<file path="src/rtl/matmul_apb_master_pkg.sv">
// -----------------------------------------------------------------------------
// matmul_apb_master_pkg
// Purpose : Shared constants for the matmul APB initiator. This package holds
//           the default bus geometry used by the matmul target and the FSM
//           state encoding of the initiator.
// Contents: - BUS_WIDTH_DEF / ADDR_WIDTH_DEF / MAX_DIM_DEF : bus geometry
//           - TIMEOUT_CYCLES_DEF : default pready wait limit
//           - ST_IDLE / ST_SETUP / ST_ACCESS / ST_RESP : 2-bit FSM states
//           - strb_mask() : drops strobes for reads
// -----------------------------------------------------------------------------
package matmul_apb_master_pkg;

  localparam int BUS_WIDTH_DEF      = 32;
  localparam int ADDR_WIDTH_DEF     = 16;
  localparam int MAX_DIM_DEF        = 4;
  localparam int TIMEOUT_CYCLES_DEF = 16;

  localparam logic [1:0] ST_IDLE   = 2'd0;
  localparam logic [1:0] ST_SETUP  = 2'd1;
  localparam logic [1:0] ST_ACCESS = 2'd2;
  localparam logic [1:0] ST_RESP   = 2'd3;

  // APB requires pstrb to be all-zero on read transfers.
  function automatic logic [MAX_DIM_DEF-1:0] strb_mask(
    input logic                   write,
    input logic [MAX_DIM_DEF-1:0] strb
  );
    return write ? strb : '0;
  endfunction

endpackage

</file>
<file path="src/rtl/matmul_apb_master_if.sv">
// -----------------------------------------------------------------------------
// matmul_apb_master_if
// Purpose : Bundles the command channel, response channel and APB bus of the
//           matmul APB initiator. Signal suffixes (_i/_o) are given from the
//           initiator's point of view.
// Modports: master - the initiator (matmul_apb_master)
//           slave  - the environment: command source, response sink and
//                    APB target
// Signals : cmd_*  valid/ready command request
//           rsp_*  valid/ready response (rdata, err, timeout)
//           p*     APB psel/penable/pwrite/pstrb/pwdata/paddr/pready/
//                  pslverr/prdata
// -----------------------------------------------------------------------------
interface matmul_apb_master_if
  import matmul_apb_master_pkg::*;
#(
  parameter int BUS_WIDTH  = BUS_WIDTH_DEF,
  parameter int ADDR_WIDTH = ADDR_WIDTH_DEF,
  parameter int MAX_DIM    = MAX_DIM_DEF
);

  // Command channel
  logic                  cmd_valid_i;
  logic                  cmd_ready_o;
  logic                  cmd_write_i;
  logic [ADDR_WIDTH-1:0] cmd_addr_i;
  logic [BUS_WIDTH-1:0]  cmd_wdata_i;
  logic [MAX_DIM-1:0]    cmd_strb_i;

  // Response channel
  logic                  rsp_valid_o;
  logic                  rsp_ready_i;
  logic [BUS_WIDTH-1:0]  rsp_rdata_o;
  logic                  rsp_err_o;
  logic                  rsp_timeout_o;

  // APB
  logic                  psel_o;
  logic                  penable_o;
  logic                  pwrite_o;
  logic [MAX_DIM-1:0]    pstrb_o;
  logic [BUS_WIDTH-1:0]  pwdata_o;
  logic [ADDR_WIDTH-1:0] paddr_o;
  logic                  pready_i;
  logic                  pslverr_i;
  logic [BUS_WIDTH-1:0]  prdata_i;

  modport master (
    input  cmd_valid_i, cmd_write_i, cmd_addr_i, cmd_wdata_i, cmd_strb_i,
    output cmd_ready_o,
    input  rsp_ready_i,
    output rsp_valid_o, rsp_rdata_o, rsp_err_o, rsp_timeout_o,
    output psel_o, penable_o, pwrite_o, pstrb_o, pwdata_o, paddr_o,
    input  pready_i, pslverr_i, prdata_i
  );

  modport slave (
    output cmd_valid_i, cmd_write_i, cmd_addr_i, cmd_wdata_i, cmd_strb_i,
    input  cmd_ready_o,
    output rsp_ready_i,
    input  rsp_valid_o, rsp_rdata_o, rsp_err_o, rsp_timeout_o,
    input  psel_o, penable_o, pwrite_o, pstrb_o, pwdata_o, paddr_o,
    output pready_i, pslverr_i, prdata_i
  );

endinterface

</file>
<file path="src/rtl/matmul_apb_master.sv">
// -----------------------------------------------------------------------------
// matmul_apb_master
// Purpose : APB initiator driving the matmul accelerator's APB target. Takes
//           one command at a time, runs a SETUP->ACCESS transfer (with wait
//           states and a pready timeout) and returns read data plus
//           error/timeout status on a response channel.
// Ports   : clk_i   - clock, rising edge
//           rst_ni  - asynchronous active-low reset
//           bus     - matmul_apb_master_if.master (command, response, APB)
//           busy_o  - high whenever the FSM is not IDLE
// Notes   : All bus and response outputs are decoded from the state, so they
//           read 0 in reset and outside the phase that owns them; the captured
//           command/response payload registers therefore need no reset.
// -----------------------------------------------------------------------------
module matmul_apb_master
  import matmul_apb_master_pkg::*;
#(
  parameter int BUS_WIDTH      = BUS_WIDTH_DEF,
  parameter int ADDR_WIDTH     = ADDR_WIDTH_DEF,
  parameter int MAX_DIM        = MAX_DIM_DEF,
  parameter int TIMEOUT_CYCLES = TIMEOUT_CYCLES_DEF
) (
  input  logic                clk_i,
  input  logic                rst_ni,
  matmul_apb_master_if.master bus,
  output logic                busy_o
);

  localparam int                CNT_W   = $clog2(TIMEOUT_CYCLES + 1);
  localparam logic [CNT_W-1:0] CNT_ONE = CNT_W'(1);
  localparam logic [CNT_W-1:0] CNT_MAX = CNT_W'(TIMEOUT_CYCLES);

  // Control state
  logic [1:0]            state_q, state_d;
  logic [CNT_W-1:0]      cnt_q, cnt_d;

  // Captured command
  logic                  write_q, write_d;
  logic [ADDR_WIDTH-1:0] addr_q, addr_d;
  logic [BUS_WIDTH-1:0]  wdata_q, wdata_d;
  logic [MAX_DIM-1:0]    strb_q, strb_d;

  // Captured response
  logic [BUS_WIDTH-1:0]  rdata_q, rdata_d;
  logic                  err_q, err_d;
  logic                  tmo_q, tmo_d;

  logic                  in_xfer;
  logic                  in_resp;

  // ---------------------------------------------------------------------------
  // Next-state logic
  // ---------------------------------------------------------------------------
  always_comb begin
    state_d = state_q;
    cnt_d   = cnt_q;
    write_d = write_q;
    addr_d  = addr_q;
    wdata_d = wdata_q;
    strb_d  = strb_q;
    rdata_d = rdata_q;
    err_d   = err_q;
    tmo_d   = tmo_q;

    case (state_q)
      ST_IDLE: begin
        if (bus.cmd_valid_i) begin
          write_d = bus.cmd_write_i;
          addr_d  = bus.cmd_addr_i;
          // Reads carry neither data nor strobes onto the bus.
          wdata_d = bus.cmd_write_i ? bus.cmd_wdata_i : '0;
          strb_d  = bus.cmd_write_i ? bus.cmd_strb_i  : '0;
          state_d = ST_SETUP;
        end
      end

      ST_SETUP: begin
        cnt_d   = CNT_ONE;
        state_d = ST_ACCESS;
      end

      ST_ACCESS: begin
        if (bus.pready_i) begin
          // An erroring read returns no data.
          rdata_d = (!write_q && !bus.pslverr_i) ? bus.prdata_i : '0;
          err_d   = bus.pslverr_i;
          tmo_d   = 1'b0;
          state_d = ST_RESP;
        end else if (cnt_q == CNT_MAX) begin
          rdata_d = '0;
          err_d   = 1'b0;
          tmo_d   = 1'b1;
          state_d = ST_RESP;
        end else begin
          cnt_d = cnt_q + CNT_ONE;
        end
      end

      ST_RESP: begin
        if (bus.rsp_ready_i) begin
          state_d = ST_IDLE;
        end
      end

      default: state_d = ST_IDLE;
    endcase
  end

  // ---------------------------------------------------------------------------
  // Registers
  // ---------------------------------------------------------------------------
  always_ff @(posedge clk_i or negedge rst_ni) begin
    if (!rst_ni) begin
      state_q <= ST_IDLE;
      cnt_q   <= '0;
    end else begin
      state_q <= state_d;
      cnt_q   <= cnt_d;
    end
  end

  always_ff @(posedge clk_i) begin
    write_q <= write_d;
    addr_q  <= addr_d;
    wdata_q <= wdata_d;
    strb_q  <= strb_d;
    rdata_q <= rdata_d;
    err_q   <= err_d;
    tmo_q   <= tmo_d;
  end

  // ---------------------------------------------------------------------------
  // Output decode
  // ---------------------------------------------------------------------------
  assign in_xfer = (state_q == ST_SETUP) || (state_q == ST_ACCESS);
  assign in_resp = (state_q == ST_RESP);

  assign bus.cmd_ready_o   = (state_q == ST_IDLE);
  assign busy_o            = (state_q != ST_IDLE);

  assign bus.psel_o        = in_xfer;
  assign bus.penable_o     = (state_q == ST_ACCESS);
  assign bus.pwrite_o      = in_xfer & write_q;
  assign bus.paddr_o       = in_xfer ? addr_q  : '0;
  assign bus.pwdata_o      = in_xfer ? wdata_q : '0;
  assign bus.pstrb_o       = in_xfer ? strb_q  : '0;

  assign bus.rsp_valid_o   = in_resp;
  assign bus.rsp_rdata_o   = in_resp ? rdata_q : '0;
  assign bus.rsp_err_o     = in_resp & err_q;
  assign bus.rsp_timeout_o = in_resp & tmo_q;

endmodule
</file>
<file path="src/flat_wrapper.sv">
// flat-port wrapper written by rule: the top's interface ports become plain ports
module matmul_apb_master_flat import matmul_apb_master_pkg::*;
#(
  parameter int BUS_WIDTH      = BUS_WIDTH_DEF,
  parameter int ADDR_WIDTH     = ADDR_WIDTH_DEF,
  parameter int MAX_DIM        = MAX_DIM_DEF,
  parameter int TIMEOUT_CYCLES = TIMEOUT_CYCLES_DEF
)
  (clk_i, rst_ni, busy_o, bus_cmd_valid_i, bus_cmd_write_i, bus_cmd_addr_i, bus_cmd_wdata_i, bus_cmd_strb_i, bus_cmd_ready_o, bus_rsp_ready_i, bus_rsp_valid_o, bus_rsp_rdata_o, bus_rsp_err_o, bus_rsp_timeout_o, bus_psel_o, bus_penable_o, bus_pwrite_o, bus_pstrb_o, bus_pwdata_o, bus_paddr_o, bus_pready_i, bus_pslverr_i, bus_prdata_i);
  matmul_apb_master_if #(.BUS_WIDTH(BUS_WIDTH), .ADDR_WIDTH(ADDR_WIDTH), .MAX_DIM(MAX_DIM)) bus_i ();
  input  logic clk_i;
  input  logic rst_ni;
  output logic busy_o;
  input wire logic [$bits(bus_i.cmd_valid_i)-1:0] bus_cmd_valid_i;
  input wire logic [$bits(bus_i.cmd_write_i)-1:0] bus_cmd_write_i;
  input wire logic [$bits(bus_i.cmd_addr_i)-1:0] bus_cmd_addr_i;
  input wire logic [$bits(bus_i.cmd_wdata_i)-1:0] bus_cmd_wdata_i;
  input wire logic [$bits(bus_i.cmd_strb_i)-1:0] bus_cmd_strb_i;
  output wire logic [$bits(bus_i.cmd_ready_o)-1:0] bus_cmd_ready_o;
  input wire logic [$bits(bus_i.rsp_ready_i)-1:0] bus_rsp_ready_i;
  output wire logic [$bits(bus_i.rsp_valid_o)-1:0] bus_rsp_valid_o;
  output wire logic [$bits(bus_i.rsp_rdata_o)-1:0] bus_rsp_rdata_o;
  output wire logic [$bits(bus_i.rsp_err_o)-1:0] bus_rsp_err_o;
  output wire logic [$bits(bus_i.rsp_timeout_o)-1:0] bus_rsp_timeout_o;
  output wire logic [$bits(bus_i.psel_o)-1:0] bus_psel_o;
  output wire logic [$bits(bus_i.penable_o)-1:0] bus_penable_o;
  output wire logic [$bits(bus_i.pwrite_o)-1:0] bus_pwrite_o;
  output wire logic [$bits(bus_i.pstrb_o)-1:0] bus_pstrb_o;
  output wire logic [$bits(bus_i.pwdata_o)-1:0] bus_pwdata_o;
  output wire logic [$bits(bus_i.paddr_o)-1:0] bus_paddr_o;
  input wire logic [$bits(bus_i.pready_i)-1:0] bus_pready_i;
  input wire logic [$bits(bus_i.pslverr_i)-1:0] bus_pslverr_i;
  input wire logic [$bits(bus_i.prdata_i)-1:0] bus_prdata_i;
  assign bus_i.cmd_valid_i = bus_cmd_valid_i;
  assign bus_i.cmd_write_i = bus_cmd_write_i;
  assign bus_i.cmd_addr_i = bus_cmd_addr_i;
  assign bus_i.cmd_wdata_i = bus_cmd_wdata_i;
  assign bus_i.cmd_strb_i = bus_cmd_strb_i;
  assign bus_cmd_ready_o = bus_i.cmd_ready_o;
  assign bus_i.rsp_ready_i = bus_rsp_ready_i;
  assign bus_rsp_valid_o = bus_i.rsp_valid_o;
  assign bus_rsp_rdata_o = bus_i.rsp_rdata_o;
  assign bus_rsp_err_o = bus_i.rsp_err_o;
  assign bus_rsp_timeout_o = bus_i.rsp_timeout_o;
  assign bus_psel_o = bus_i.psel_o;
  assign bus_penable_o = bus_i.penable_o;
  assign bus_pwrite_o = bus_i.pwrite_o;
  assign bus_pstrb_o = bus_i.pstrb_o;
  assign bus_pwdata_o = bus_i.pwdata_o;
  assign bus_paddr_o = bus_i.paddr_o;
  assign bus_i.pready_i = bus_pready_i;
  assign bus_i.pslverr_i = bus_pslverr_i;
  assign bus_i.prdata_i = bus_prdata_i;
  matmul_apb_master #(.BUS_WIDTH(BUS_WIDTH), .ADDR_WIDTH(ADDR_WIDTH), .MAX_DIM(MAX_DIM), .TIMEOUT_CYCLES(TIMEOUT_CYCLES)) u_core (.clk_i(clk_i), .rst_ni(rst_ni), .bus(bus_i), .busy_o(busy_o));
endmodule
</file>
<file path="config.mk">
export PLATFORM = sky130hd
export DESIGN_NAME = matmul_apb_master_flat
export DESIGN_NICKNAME = d
export VERILOG_FILES = /design/src/rtl/matmul_apb_master_pkg.sv /design/src/rtl/matmul_apb_master_if.sv /design/src/rtl/matmul_apb_master.sv /design/src/flat_wrapper.sv
export SDC_FILE = /design/constraint.sdc
export NUM_CORES = 1
export LEC_CHECK = 0
export BUFFER_PORTS_ARGS = -buffer_cell sky130_fd_sc_hd__buf_2
export CELL_PAD_IN_SITES_DETAIL_PLACEMENT = 0
export CELL_PAD_IN_SITES_GLOBAL_PLACEMENT = 2
export CORE_MARGIN = 2
export CORE_UTILIZATION = 32
export DETAILED_ROUTE_END_ITERATION = 10
export PLACE_DENSITY = 0.85
export SYNTH_ARGS = -nofsm -noshare
export SYNTH_HDL_FRONTEND = slang
export SYNTH_SLANG_ARGS = --single-unit
</file>
<file path="constraint.sdc">
create_clock -name clk_i -period 6.9 [get_ports clk_i]
set_input_delay 2.07 -clock clk_i [delete_from_list [all_inputs] [get_ports clk_i]]
set_output_delay 2.07 -clock clk_i [all_outputs]
set_load 0.01 [all_outputs]
</file>
==> run summary <==
PLACE
--------------------------------------------------------------------------------------
Final estimated routing congestion in global placement                           0.719
Port-buffer cells                                                                  182
Half-perimeter wire length of the detailed placement result                    6.66 mm
Placed instance area                                                        5240 sq um
Cells after DPL                                                                    649

ROUTING
--------------------------------------------------------------------------------------
Detailed Route Iter0 Violations                                                     98
Number of iterations in the first detailed-routing pass                              4
Antenna violation net count after detailed routing                                   0
Wire length reported by the detailed router                                    9.21 mm
DRC violation count after routing                                                    0
Via count of the routed design                                                    2856
Vias per inst                                                                     4.29
Routed wirelength normalized by instance count                            13.8 microns

PWR
--------------------------------------------------------------------------------------
Sw power                                                                        720 uW
VDD IR max                                                                    0.151 mV
Clock power share                                                                22.3%
Relative contribution of combinational cells to total power                      40.1%
Power per standard cell area                                               383 nW/um^2
Cell internal power dissipation                                                1390 uW
Leakage power                                                               0.00244 uW
Overall Power                                                                  2110 uW
Switching share of total power                                                   34.1%
Register share of total power                                                    37.5%

GRT
--------------------------------------------------------------------------------------
Via count of the first global-routing pass                                        2859
Number of antenna violations at the first check in global routing                    0
Pin count of the biggest net entering global routing                                54
Final global-route overflow total                                                    0
Wire length of the first global-routing pass                                   14.9 mm
Total Routing Usage GR                                                           13.8%

YOSYS
--------------------------------------------------------------------------------------
Fraction of the yosys area taken by sequential cells                             67.3%
Synthesized net count                                                              403
Average cell area after synthesis                                           13.5 sq um
Post-synth EDFFs                                                                    87
Most used DFF post-synth                                                  sky130_fd_sc_hd__edfxtp_1
Yosys warnings                                                                       0
Async set-or-reset flop fraction in the synthesized netlist                      7.45%
Distinct cell type count of the synthesized netlist                                 31
Post-synth design cell area                                                 4140 sq um
Post-Syn Instances                                                                 306
Flops & latches, synth                                                              94

FLOORPLAN
--------------------------------------------------------------------------------------
Number of placement rows                                                            41
Floorplan die area                                                         13900 sq um
Initial cell density of the core                                                 32.8%
Floorplan die width                                                        118 microns
Core area                                                                  12600 sq um
Die extent in y                                                            118 microns
I/O pin total                                                                      183

FINAL LAYOUT
--------------------------------------------------------------------------------------
Diode insertion count for antenna repair                                             0
Non-filler cells, final                                                            665
Proportion of layout cells with a drive suffix above 1                           41.2%
Post-Route Utilization                                                           43.7%
NumNets Final                                                                      585
Synth-to-Final Area Change                                                       33.3%
Post-route standard cell area excluding fillers                             5520 sq um

TIMING
--------------------------------------------------------------------------------------
Final setup skew                                                            0.00462 ns
Transition time of the tightest slew-check pin                                 1.02 ns
Total negative slack for setup checks                                             0 ns
Count of final max-slew check failures                                               0
Setup repair after global routing missed its margin                                 no
Hold Fails Final Rpt                                                                 0
Shortest clock period the worst path allows after layout                       4.31 ns
Maximum achievable frequency                                                   232 MHz
Headroom to the max-slew limit                                                   31.9%
Final period util                                                                62.5%
Number of setup violations in the final report                                       0

CLOCKING
--------------------------------------------------------------------------------------
CTS buffer count                                                                     9
Root buffer cell                                                          sky130_fd_sc_hd__clkbuf_16
Number of hold-repair buffers added at the cts stage                                 0
Clk_lat worst skew                                                             0.34 ns
H-Tree Depth                                                                         3
Setup Buffers After CTS                                                              0
Max Buffers Root-to-Sink                                                             2
TritonCTS clock tree                                                               yes
Resized cells post-CTS                                                               0
Clock slew at the register clock pins of the worst setup and hold paths        0.06 ns
Clock net sink count                                                                94

WORST SETUP PATH
--------------------------------------------------------------------------------------
Kind of cell adding the most delay to the critical path                    adder cells
Launching element type of the critical path                                  flip-flop
Data arrival time at the worst-slack endpoint                                  2.24 ns
Crit path cell chain                                                      inv_1 > ha_1 > buf_4 > and2_1 > buf_2
Worst-path fanout max                                                               30
Slowest CP cell                                                           sky130_fd_sc_hd__ha_1
Endpoint type of the worst setup path                                      output port
Data required, critical path                                                   4.83 ns
Buffers & Inverters on Critical Path                                                 3
Delay of the slowest cell on the worst path                                    0.73 ns
Worst setup path category                                                   reg -> out

RUN STATUS
--------------------------------------------------------------------------------------
Run status                                                                complete, no violations

JOB
--------------------------------------------------------------------------------------
Max-Cap Viols                                                                        0

MIN PATH
--------------------------------------------------------------------------------------
Tightest Hold Check Type                                                    reg -> reg

==> power by group through the flow <==
stage                     Sequential (uW)  Combinational, uW  Clock [uW]
after CTS                             794                873         489
after global placement                801                858           0
after global routing                  803                949         510
after detailed placement              806                869           0
final                                 793                847         472
after floorplan                       793                508           0
==> through the flow <==
step | hold slack (ns) | worst slack, ns
4_1_cts | 0.527 | 2.48
2_1_floorplan | 0.464 | 3.15
6_report | 0.526 | 2.59
3_5_place_dp | 0.515 | 2.87
3_3_place_gp | 0.486 | 3.01
5_1_grt | 0.550 | 2.31
==> cells by family after synthesis <==
| logic type | after synthesis | share of synthesized area (%) |
|---|---|---|
| AND/OR/NAND/NOR | 172 | 26.2 |
| flip-flops | 94 | 67.3 |
| adder cells (fa/ha/maj) | 6 | 1.81 |
| AO/OA/AOI/OAI | 9 | 1.72 |
| multiplexers | 2 | 0.604 |
| XOR/XNOR | 1 | 0.211 |
| buffers and inverters | 22 | 2.11 |
==> sequential cells by signal, indices dropped and copies added (netlist names) <==
name,flops
u_core.err_q,1
u_core.wdata_q,32
u_core.strb_q,4
u_core.addr_q,16
u_core.cnt_q,5
u_core.rdata_q,32
u_core.write_q,1
u_core.state_q,2
u_core.tmo_q,1
==> placed cells by master (no fill, tap or decap), types with 3 or more instances in the layout <==
cell type / Yosys / routed
sky130_fd_sc_hd__and2_1: 157 / 156
sky130_fd_sc_hd__clkbuf_16: 0 / 9
sky130_fd_sc_hd__edfxtp_1: 87 / 87
sky130_fd_sc_hd__buf_4: 0 / 4
sky130_fd_sc_hd__ha_1: 6 / 6
sky130_fd_sc_hd__dfrtp_1: 7 / 7
sky130_fd_sc_hd__buf_2: 1 / 182
sky130_fd_sc_hd__clkinv_1: 0 / 4
sky130_fd_sc_hd__nand2b_1: 3 / 3
sky130_fd_sc_hd__inv_1: 6 / 6
==> Yosys cell counts, types with 2 or more instances <==
master / instances / area, sq um
sky130_fd_sc_hd__o31ai_1: 2 / 15.0
sky130_fd_sc_hd__edfxtp_1: 87 / 2610
sky130_fd_sc_hd__and2_1: 157 / 982
sky130_fd_sc_hd__nand2b_1: 3 / 18.8
sky130_fd_sc_hd__clkbuf_2: 3 / 15.0
sky130_fd_sc_hd__nand4b_1: 2 / 17.5
sky130_fd_sc_hd__nor2_1: 2 / 7.51
sky130_fd_sc_hd__inv_1: 6 / 22.5
sky130_fd_sc_hd__ha_1: 6 / 75.1
sky130_fd_sc_hd__clkbuf_1: 11 / 41.3
sky130_fd_sc_hd__dfrtp_1: 7 / 175
==> area by class of cell <==
class	instances	area [sq um]
multi-input cells	190	1270
flip-flops and latches	94	2790
inverters	7	26.3
fillers	1236	7100
repair buffers	186	941
clock buffers	10	229
clock inverters	6	52.6
well taps	172	215
==> final timing paths <==
| check | from | end | slack [ns] | cells past startpoint |
|---|---|---|---|---|
| setup / recovery | u_core.state_q[1] | bus_pwdata_o[0] | 2.59 | 5 |
| hold / removal | u_core.cnt_q[3] | u_core.cnt_q[3] | 0.53 | 1 |
| max in group asynchronous | rst_ni | u_core.state_q[0] | 5.19 | 1 |
| min in group asynchronous | rst_ni | u_core.cnt_q[4] | 1.55 | 1 |
| setup reg to reg | u_core.state_q[1] | u_core.state_q[1] | 4.84 | 4 |
| hold reg to reg | u_core.cnt_q[3] | u_core.cnt_q[3] | 0.53 | 1 |
==> metal layers <==
metal | global-route usage (%) | vias up | part of all wire, %
met3 | 5.04 | 13 | 9.4
li1 | - | 1394 | -
met1 | 16.5 | 1307 | 43
met2 | 21.9 | 142 | 45
met4 | 6.78 | 0 | 2.1
met5 | 0 | - | 0
Note: power is estimated with default switching activity, not from simulation.
